<file path="src/rtl/commit_monitor_if.sv">
// Commit-stream and trace-sink signal bundle for commit_monitor.
// Signal suffixes are seen from the monitor side: slave = monitor, master = CPU/sink side.
`default_nettype none

interface commit_monitor_if #(
  parameter int PC_WIDTH = 32
) ();
  logic                commit_i;
  logic [PC_WIDTH-1:0] commit_pc_i;
  logic [PC_WIDTH-1:0] commit_pre_pc_i;
  logic                trace_valid_o;
  logic                trace_ready_i;
  logic [PC_WIDTH-1:0] trace_pc_o;
  logic [PC_WIDTH-1:0] trace_npc_o;
  logic                trace_err_o;

  modport slave (
    input  commit_i, commit_pc_i, commit_pre_pc_i, trace_ready_i,
    output trace_valid_o, trace_pc_o, trace_npc_o, trace_err_o
  );

  modport master (
    output commit_i, commit_pc_i, commit_pre_pc_i, trace_ready_i,
    input  trace_valid_o, trace_pc_o, trace_npc_o, trace_err_o
  );
endinterface

`default_nettype wire

</file>
<file path="src/rtl/commit_monitor.sv">
// ============================================================================
// commit_monitor : control-flow continuity checker, counters, hang detector
//                  and show-ahead trace FIFO for the CPU commit stream.
// Optional macro : COMMIT_MON_FIRST_ERR_EN (capture first continuity error)
// Revision       : 1.0 - initial release
// ============================================================================
`default_nettype none

module commit_monitor #(
  parameter int                  PC_WIDTH   = 32,
  parameter int                  FIFO_DEPTH = 8,
  parameter int                  TIMEOUT    = 1024,
  parameter logic [PC_WIDTH-1:0] RESET_PC   = {PC_WIDTH{1'b0}}
) (
  input  logic                clk,
  input  logic                rst,
  commit_monitor_if.slave     bus,
  output logic [31:0]         commit_cnt_o,
  output logic [15:0]         err_cnt_o,
  output logic [15:0]         ovf_cnt_o,
  output logic [1:0]          state_o,
  output logic                hang_o,
  output logic [PC_WIDTH-1:0] first_err_pc_o,
  output logic [PC_WIDTH-1:0] first_err_exp_o
);

  localparam int AW = $clog2(FIFO_DEPTH);
  localparam int RW = 2 * PC_WIDTH + 1;
  localparam int IW = $clog2(TIMEOUT + 1);

  typedef enum logic [1:0] {
    S_WAIT = 2'd0,
    S_RUN  = 2'd1,
    S_HANG = 2'd2
  } state_t;

  state_t              state_q;
  logic                hang_q;
  logic [IW-1:0]       idle_q;
  logic [PC_WIDTH-1:0] exp_q;
  logic [31:0]         commit_cnt_q;
  logic [15:0]         err_cnt_q;
  logic [15:0]         ovf_cnt_q;

  logic [RW-1:0]       mem_q [FIFO_DEPTH];
  logic [AW:0]         wr_q, wr_d;
  logic [AW:0]         rd_q, rd_d;
  logic                valid_q, valid_d;
  logic [RW-1:0]       head_q, head_d;

  logic                err;
  logic                full;
  logic                pop;
  logic                push;
  logic                drop;
  logic [RW-1:0]       rec;

  assign err  = bus.commit_i && (bus.commit_pc_i != exp_q);
  assign rec  = {err, bus.commit_pre_pc_i, bus.commit_pc_i};
  assign full = (wr_q[AW] != rd_q[AW]) && (wr_q[AW-1:0] == rd_q[AW-1:0]);
  assign pop  = valid_q && bus.trace_ready_i;
  assign push = bus.commit_i && (!full || pop);
  assign drop = bus.commit_i && full && !pop;

  assign rd_d    = rd_q + {{AW{1'b0}}, pop};
  assign wr_d    = wr_q + {{AW{1'b0}}, push};
  assign valid_d = (wr_d != rd_d);
  // The incoming record becomes the head when it lands on the next read slot.
  assign head_d  = (push && (rd_d == wr_q)) ? rec : mem_q[rd_d[AW-1:0]];

  always_ff @(posedge clk) begin
    if (push) begin
      mem_q[wr_q[AW-1:0]] <= rec;
    end
  end

  always_ff @(posedge clk or posedge rst) begin
    if (rst) begin
      wr_q    <= '0;
      rd_q    <= '0;
      valid_q <= 1'b0;
      head_q  <= '0;
    end else begin
      wr_q    <= wr_d;
      rd_q    <= rd_d;
      valid_q <= valid_d;
      if (valid_d) begin
        head_q <= head_d;
      end
    end
  end

  always_ff @(posedge clk or posedge rst) begin
    if (rst) begin
      exp_q        <= RESET_PC;
      commit_cnt_q <= '0;
      err_cnt_q    <= '0;
      ovf_cnt_q    <= '0;
    end else if (bus.commit_i) begin
      exp_q        <= bus.commit_pre_pc_i;
      commit_cnt_q <= commit_cnt_q + 32'd1;
      if (err && (err_cnt_q != 16'hFFFF)) begin
        err_cnt_q <= err_cnt_q + 16'd1;
      end
      if (drop && (ovf_cnt_q != 16'hFFFF)) begin
        ovf_cnt_q <= ovf_cnt_q + 16'd1;
      end
    end
  end

  // Idle counter freezes in HANG; any commit returns to RUN.
  always_ff @(posedge clk or posedge rst) begin
    if (rst) begin
      state_q <= S_WAIT;
      hang_q  <= 1'b0;
      idle_q  <= '0;
    end else if (bus.commit_i) begin
      state_q <= S_RUN;
      hang_q  <= 1'b0;
      idle_q  <= '0;
    end else if (state_q != S_HANG) begin
      idle_q <= idle_q + IW'(1);
      if (idle_q == IW'(TIMEOUT - 1)) begin
        state_q <= S_HANG;
        hang_q  <= 1'b1;
      end
    end
  end

`ifdef COMMIT_MON_FIRST_ERR_EN
  logic                fe_vld_q;
  logic [PC_WIDTH-1:0] fe_pc_q;
  logic [PC_WIDTH-1:0] fe_exp_q;

  always_ff @(posedge clk or posedge rst) begin
    if (rst) begin
      fe_vld_q <= 1'b0;
      fe_pc_q  <= '0;
      fe_exp_q <= '0;
    end else if (err && !fe_vld_q) begin
      fe_vld_q <= 1'b1;
      fe_pc_q  <= bus.commit_pc_i;
      fe_exp_q <= exp_q;
    end
  end

  assign first_err_pc_o  = fe_pc_q;
  assign first_err_exp_o = fe_exp_q;
`else
  assign first_err_pc_o  = '0;
  assign first_err_exp_o = '0;
`endif

  assign bus.trace_valid_o = valid_q;
  assign bus.trace_pc_o    = head_q[PC_WIDTH-1:0];
  assign bus.trace_npc_o   = head_q[2*PC_WIDTH-1:PC_WIDTH];
  assign bus.trace_err_o   = head_q[RW-1];

  assign commit_cnt_o = commit_cnt_q;
  assign err_cnt_o    = err_cnt_q;
  assign ovf_cnt_o    = ovf_cnt_q;
  assign state_o      = state_q;
  assign hang_o       = hang_q;

endmodule

`default_nettype wire

</file>
<file path="src/flat_wrapper.sv">
// flat-port wrapper written by rule: the top's interface ports become plain ports
module commit_monitor_flat 
#(
  parameter int                  PC_WIDTH   = 32,
  parameter int                  FIFO_DEPTH = 8,
  parameter int                  TIMEOUT    = 1024,
  parameter logic [PC_WIDTH-1:0] RESET_PC   = {PC_WIDTH{1'b0}}
)
  (clk, rst, commit_cnt_o, err_cnt_o, ovf_cnt_o, state_o, hang_o, first_err_pc_o, first_err_exp_o, bus_commit_i, bus_commit_pc_i, bus_commit_pre_pc_i, bus_trace_ready_i, bus_trace_valid_o, bus_trace_pc_o, bus_trace_npc_o, bus_trace_err_o);
  commit_monitor_if #(.PC_WIDTH(PC_WIDTH)) bus_i ();
  input  logic clk;
  input  logic rst;
  output logic [31:0] commit_cnt_o;
  output logic [15:0] err_cnt_o;
  output logic [15:0] ovf_cnt_o;
  output logic [1:0] state_o;
  output logic hang_o;
  output logic [PC_WIDTH-1:0] first_err_pc_o;
  output logic [PC_WIDTH-1:0] first_err_exp_o;
  input wire logic [$bits(bus_i.commit_i)-1:0] bus_commit_i;
  input wire logic [$bits(bus_i.commit_pc_i)-1:0] bus_commit_pc_i;
  input wire logic [$bits(bus_i.commit_pre_pc_i)-1:0] bus_commit_pre_pc_i;
  input wire logic [$bits(bus_i.trace_ready_i)-1:0] bus_trace_ready_i;
  output wire logic [$bits(bus_i.trace_valid_o)-1:0] bus_trace_valid_o;
  output wire logic [$bits(bus_i.trace_pc_o)-1:0] bus_trace_pc_o;
  output wire logic [$bits(bus_i.trace_npc_o)-1:0] bus_trace_npc_o;
  output wire logic [$bits(bus_i.trace_err_o)-1:0] bus_trace_err_o;
  assign bus_i.commit_i = bus_commit_i;
  assign bus_i.commit_pc_i = bus_commit_pc_i;
  assign bus_i.commit_pre_pc_i = bus_commit_pre_pc_i;
  assign bus_i.trace_ready_i = bus_trace_ready_i;
  assign bus_trace_valid_o = bus_i.trace_valid_o;
  assign bus_trace_pc_o = bus_i.trace_pc_o;
  assign bus_trace_npc_o = bus_i.trace_npc_o;
  assign bus_trace_err_o = bus_i.trace_err_o;
  commit_monitor #(.PC_WIDTH(PC_WIDTH), .FIFO_DEPTH(FIFO_DEPTH), .TIMEOUT(TIMEOUT), .RESET_PC(RESET_PC)) u_core (.clk(clk), .rst(rst), .bus(bus_i), .commit_cnt_o(commit_cnt_o), .err_cnt_o(err_cnt_o), .ovf_cnt_o(ovf_cnt_o), .state_o(state_o), .hang_o(hang_o), .first_err_pc_o(first_err_pc_o), .first_err_exp_o(first_err_exp_o));
endmodule
</file>
<file path="config.mk">
export PLATFORM = sky130hd
export DESIGN_NAME = commit_monitor_flat
export DESIGN_NICKNAME = d
export VERILOG_FILES = /design/src/rtl/commit_monitor_if.sv /design/src/rtl/commit_monitor.sv /design/src/flat_wrapper.sv
export SDC_FILE = /design/constraint.sdc
export NUM_CORES = 1
export LEC_CHECK = 0
export CAP_MARGIN = 20
export CORE_UTILIZATION = 57
export DETAILED_ROUTE_END_ITERATION = 8
export DONT_BUFFER_PORTS = 1
export PLACE_DENSITY_LB_ADDON = 0.1
export SLEW_MARGIN = 30
export SYNTH_ARGS = -nofsm -noshare
export SYNTH_HDL_FRONTEND = slang
export SYNTH_SLANG_ARGS = --single-unit
</file>
<file path="constraint.sdc">
create_clock -name clk -period 8.25 [get_ports clk]
set_clock_uncertainty 0.15 [all_clocks]
set_input_delay 1.65 -clock clk [delete_from_list [all_inputs] [get_ports clk]]
set_output_delay 1.65 -clock clk [all_outputs]
set_load 0.01 [all_outputs]
</file>
==> flow_results.xml <==
<?xml version="1.0" encoding="UTF-8"?>
<metrics>
  <group name="worst_setup_path">
    <metric name="cp-start-kind" unit="">input port</metric>
    <metric name="setup.worst_path.class" unit="">input port to register</metric>
    <metric name="cp_data_required_time" unit="ns">8.58</metric>
    <metric name="endpoint_kind" unit="">register</metric>
    <metric name="critical_path_arrival" unit="ns">4.63</metric>
    <metric name="rrSetupSlack" unit="ns">4.34</metric>
    <metric name="r2r_cells" unit="">13</metric>
    <metric name="r2r-end" unit="">u_core.head_q[6]</metric>
    <metric name="r2r_start" unit="">u_core.wr_q[1]</metric>
    <metric name="timing.critical_path.fanout_max" unit="">79</metric>
  </group>
  <group name="synth">
    <metric name="yosys_most_used_dff" unit="">edfxtp_1</metric>
    <metric name="mean_instance_size_in_the_synthesized_netlist" unit="sq um">17.4</metric>
    <metric name="synth_cells" unit="">1628</metric>
    <metric name="synth_warnings" unit="">0</metric>
    <metric name="ys_seq_elements" unit="">703</metric>
    <metric name="synth_cell_type_count" unit="">39</metric>
    <metric name="synth-edff-count" unit="">520</metric>
    <metric name="synth_sequential_area_ratio" unit="%">71.3</metric>
    <metric name="async_reset_ff_share" unit="%">26.0</metric>
    <metric name="mappedNetlistArea" unit="sq mm">0.0283</metric>
  </group>
  <group name="timing">
    <metric name="fin_setup_tns" unit="ns">0</metric>
    <metric name="achievable-frequency" unit="GHz">0.233</metric>
    <metric name="clock_period_minus_final_worst_setup_slack" unit="ns">4.29</metric>
    <metric name="maxSlewHeadroom" unit="%">34.6</metric>
    <metric name="finalMaxSlewViolations" unit="">0</metric>
    <metric name="worst-slew-pin-transition" unit="ns">0.981</metric>
    <metric name="finalCritPeriodShare" unit="%">52.1</metric>
    <metric name="final-setup-viol-count" unit="">0</metric>
    <metric name="rsz0062_at_grt" unit="">false</metric>
    <metric name="timing_hold_violations_final" unit="">0</metric>
  </group>
  <group name="floorplanning">
    <metric name="num_io_pins" unit="">265</metric>
    <metric name="die-area" unit="sq mm">0.0506</metric>
    <metric name="area_of_the_core" unit="sq mm">0.0490</metric>
    <metric name="core.rowCount" unit="">81</metric>
    <metric name="die_width" unit="microns">225</metric>
    <metric name="die-height" unit="microns">225</metric>
    <metric name="initial_core_utilization" unit="%">57.9</metric>
  </group>
  <group name="cts">
    <metric name="clock_insertion_delay_worst_skew" unit="ns">0.60</metric>
    <metric name="postCtsResizedCells" unit="">0</metric>
    <metric name="numCtsBuffers" unit="">72</metric>
    <metric name="clock-sinks" unit="">703</metric>
    <metric name="ctsHoldBuffers" unit="">0</metric>
    <metric name="cts_max_level" unit="">3</metric>
    <metric name="clk_transition_reported_paths" unit="ns">0.06</metric>
    <metric name="clock-root-buffer" unit="">clkbuf_16</metric>
    <metric name="cts_tree" unit="">yes</metric>
    <metric name="cts_setup_buffers" unit="">0</metric>
    <metric name="cts-root-to-sink-buffers" unit="">3</metric>
  </group>
  <group name="worst_hold_path">
    <metric name="hold_end" unit="">u_core.exp_q[2]</metric>
    <metric name="worst_hold_path_cells" unit="">1</metric>
    <metric name="hold_path_startpoint" unit="">u_core.exp_q[2]</metric>
    <metric name="path_type_of_the_worst_min_delay_path" unit="">register to register</metric>
  </group>
  <group name="route">
    <metric name="total_wire_length" unit="microns">59500</metric>
    <metric name="ant_nets" unit="">0</metric>
    <metric name="drc_errors" unit="">0</metric>
    <metric name="drt_pre_antenna_iters" unit="">6</metric>
    <metric name="routed-via-count" unit="">14100</metric>
    <metric name="initialDrtViolationCount" unit="">971</metric>
    <metric name="detailed_route_vias_per_instance" unit="">5.94</metric>
    <metric name="detail_route.wl_per_cell" unit="microns">25.1</metric>
  </group>
  <group name="place">
    <metric name="buffer_ports.inserted" unit="">0</metric>
    <metric name="dp_hpwl" unit="microns">34300</metric>
    <metric name="dpl-instance-area" unit="sq mm">0.0289</metric>
    <metric name="routabilityCongestion" unit="">0.781</metric>
  </group>
  <group name="finish">
    <metric name="layout.cells.most_common_list" unit="">edfxtp_1, dfrtp_1, mux4_2, nand2_1, clkbuf_16</metric>
    <metric name="final_layout_size_suffix_gt1_share" unit="%">18.3</metric>
    <metric name="final_nets" unit="">1727</metric>
    <metric name="finalInstanceArea" unit="sq mm">0.0314</metric>
    <metric name="nFillCells" unit="">3450</metric>
    <metric name="layout_commonest_cell" unit="">edfxtp_1</metric>
    <metric name="area_growth" unit="%">10.7</metric>
    <metric name="insertedDiodeCount" unit="">0</metric>
  </group>
  <group name="run">
    <metric name="max_cap_violations" unit="">0</metric>
  </group>
  <group name="grt">
    <metric name="antenna_found_initial" unit="">0</metric>
    <metric name="grt_util_all_layers" unit="%">24.0</metric>
    <metric name="grt_pass1_wl" unit="microns">88600</metric>
    <metric name="first_global_vias" unit="">14300</metric>
    <metric name="pin_count_of_the_biggest_net_entering_global_routing" unit="">125</metric>
    <metric name="globalRouteOverflowTotal" unit="">0</metric>
  </group>
  <group name="status">
    <metric name="outcome" unit="">complete, no violations</metric>
  </group>
  <group name="pwr">
    <metric name="static-leakage-power" unit="nW">11.2</metric>
    <metric name="ir_worst_vdd" unit="uV">330</metric>
    <metric name="p_total" unit="mW">12.0</metric>
    <metric name="powerDensity" unit="mW/mm^2">383</metric>
  </group>
</metrics>
==> kinds of logic after synthesis <==
group                    count (synthesis)  share of synthesized area (%)
AO/OA/AOI/OAI                          143                           3.15
XOR/XNOR                               116                           3.71
adder cells (fa/ha/maj)                  8                          0.353
buffers and inverters                  157                           3.11
flip-flops                             703                           71.3
multiplexers                           230                           14.0
other                                    1                         0.0132
AND/OR/NAND/NOR                        270                           4.36
==> cell type report <==
cell class	instances	area, sq um	area share (%)
flip-flops and latches	703	20200	64.4
multi-input cells	831	7590	24.2
clock buffers	104	2060	6.56
well taps	664	831	2.65
clock inverters	30	332	1.06
repair buffers	28	285	0.910
inverters	15	68.8	0.219
==> how the worst max path moves through the flow <==
| stage | start | endpoint | slack [ns] |
|---|---|---|---|
| floorplan | bus_commit_i | u_core.mem_q[1][0] | 0.88 |
| global placement | bus_trace_ready_i | u_core.head_q[10] | 3.25 |
| detailed placement | bus_trace_ready_i | u_core.head_q[6] | 3.17 |
| CTS | bus_trace_ready_i | u_core.head_q[6] | 3.80 |
| global route | bus_trace_ready_i | u_core.head_q[6] | 3.69 |
| finish | bus_trace_ready_i | u_core.head_q[6] | 3.96 |
==> flip-flops by register name, summed over array words and instances, names as in the netlist <==
register / flops
u_core.bus.trace_valid_o: 1
u_core.commit_cnt_o: 32
u_core.err_cnt_o: 16
u_core.exp_q: 32
u_core.hang_o: 1
u_core.head_q: 65
u_core.idle_q: 11
u_core.mem_q: 520
u_core.ovf_cnt_o: 16
u_core.rd_q: 4
u_core.state_o: 1
u_core.wr_q: 4
==> power by group <==
group          total, mW  leakage (nW)  internal (mW)  switching, mW
clock network       3.28          1.16           1.96           1.32
logic               3.73          3.11           1.75           1.99
registers           4.99          6.97           4.53          0.458
total               12.0          11.2           8.23           3.76
==> stage by stage <==
stage	setup slack, ns	instances	hold slack, ns	utilization [%]
2_1_floorplan	0.881	1691	0.347	-
3_3_place_gp	3.25	2238	0.362	59.0
3_5_place_dp	3.17	2241	0.368	59.1
4_1_cts	3.80	2375	0.381	64.0
5_1_grt	3.69	2375	0.390	64.1
6_report	3.96	2375	0.379	64.1
==> layer usage <==
layer	routed length (microns)	vias up	global-route usage, %
met1	25500	7464	34.0
met4	1430	0	6.93
met3	3500	87	5.23
met2	29000	399	38.1
met5	0	-	0
li1	-	6156	-
==> synth_stat cells, drive strengths merged (5+ instances only) <==
| library cell | instances | share of area, % |
|---|---|---|
| buf | 109 | 2.5 |
| ha | 8 | 0.35 |
| clkbuf | 33 | 0.44 |
| a21o | 33 | 0.87 |
| mux2 | 34 | 1.4 |
| a21oi | 5 | 0.088 |
| nand2 | 107 | 1.4 |
| and3 | 8 | 0.18 |
| inv | 15 | 0.20 |
| nor4 | 7 | 0.21 |
| nand4 | 27 | 0.60 |
| xor2 | 41 | 1.3 |
| nor3 | 13 | 0.23 |
| mux4 | 130 | 10 |
| o21ai | 69 | 1.2 |
| nand3 | 23 | 0.41 |
| edfxtp | 520 | 55 |
| a211oi | 32 | 0.85 |
| xnor2 | 73 | 2.3 |
| nor2 | 67 | 0.89 |
| dfrtp | 183 | 16 |
| mux2i | 66 | 2.3 |
==> worst max-delay path, cell delays in order <==
cell	delay, ns
and2_1	0.18
nor2_1	0.22
nand2_1	0.08
nand2_1	0.25
inv_1	0.10
ha_1	0.21
ha_1	0.19
xnor2_1	0.25
xnor2_1	0.15
nor4_4	0.32
buf_4	0.66
a211oi_1	0.11
a21o_1	0.20
(Power assumes the default switching activity.)
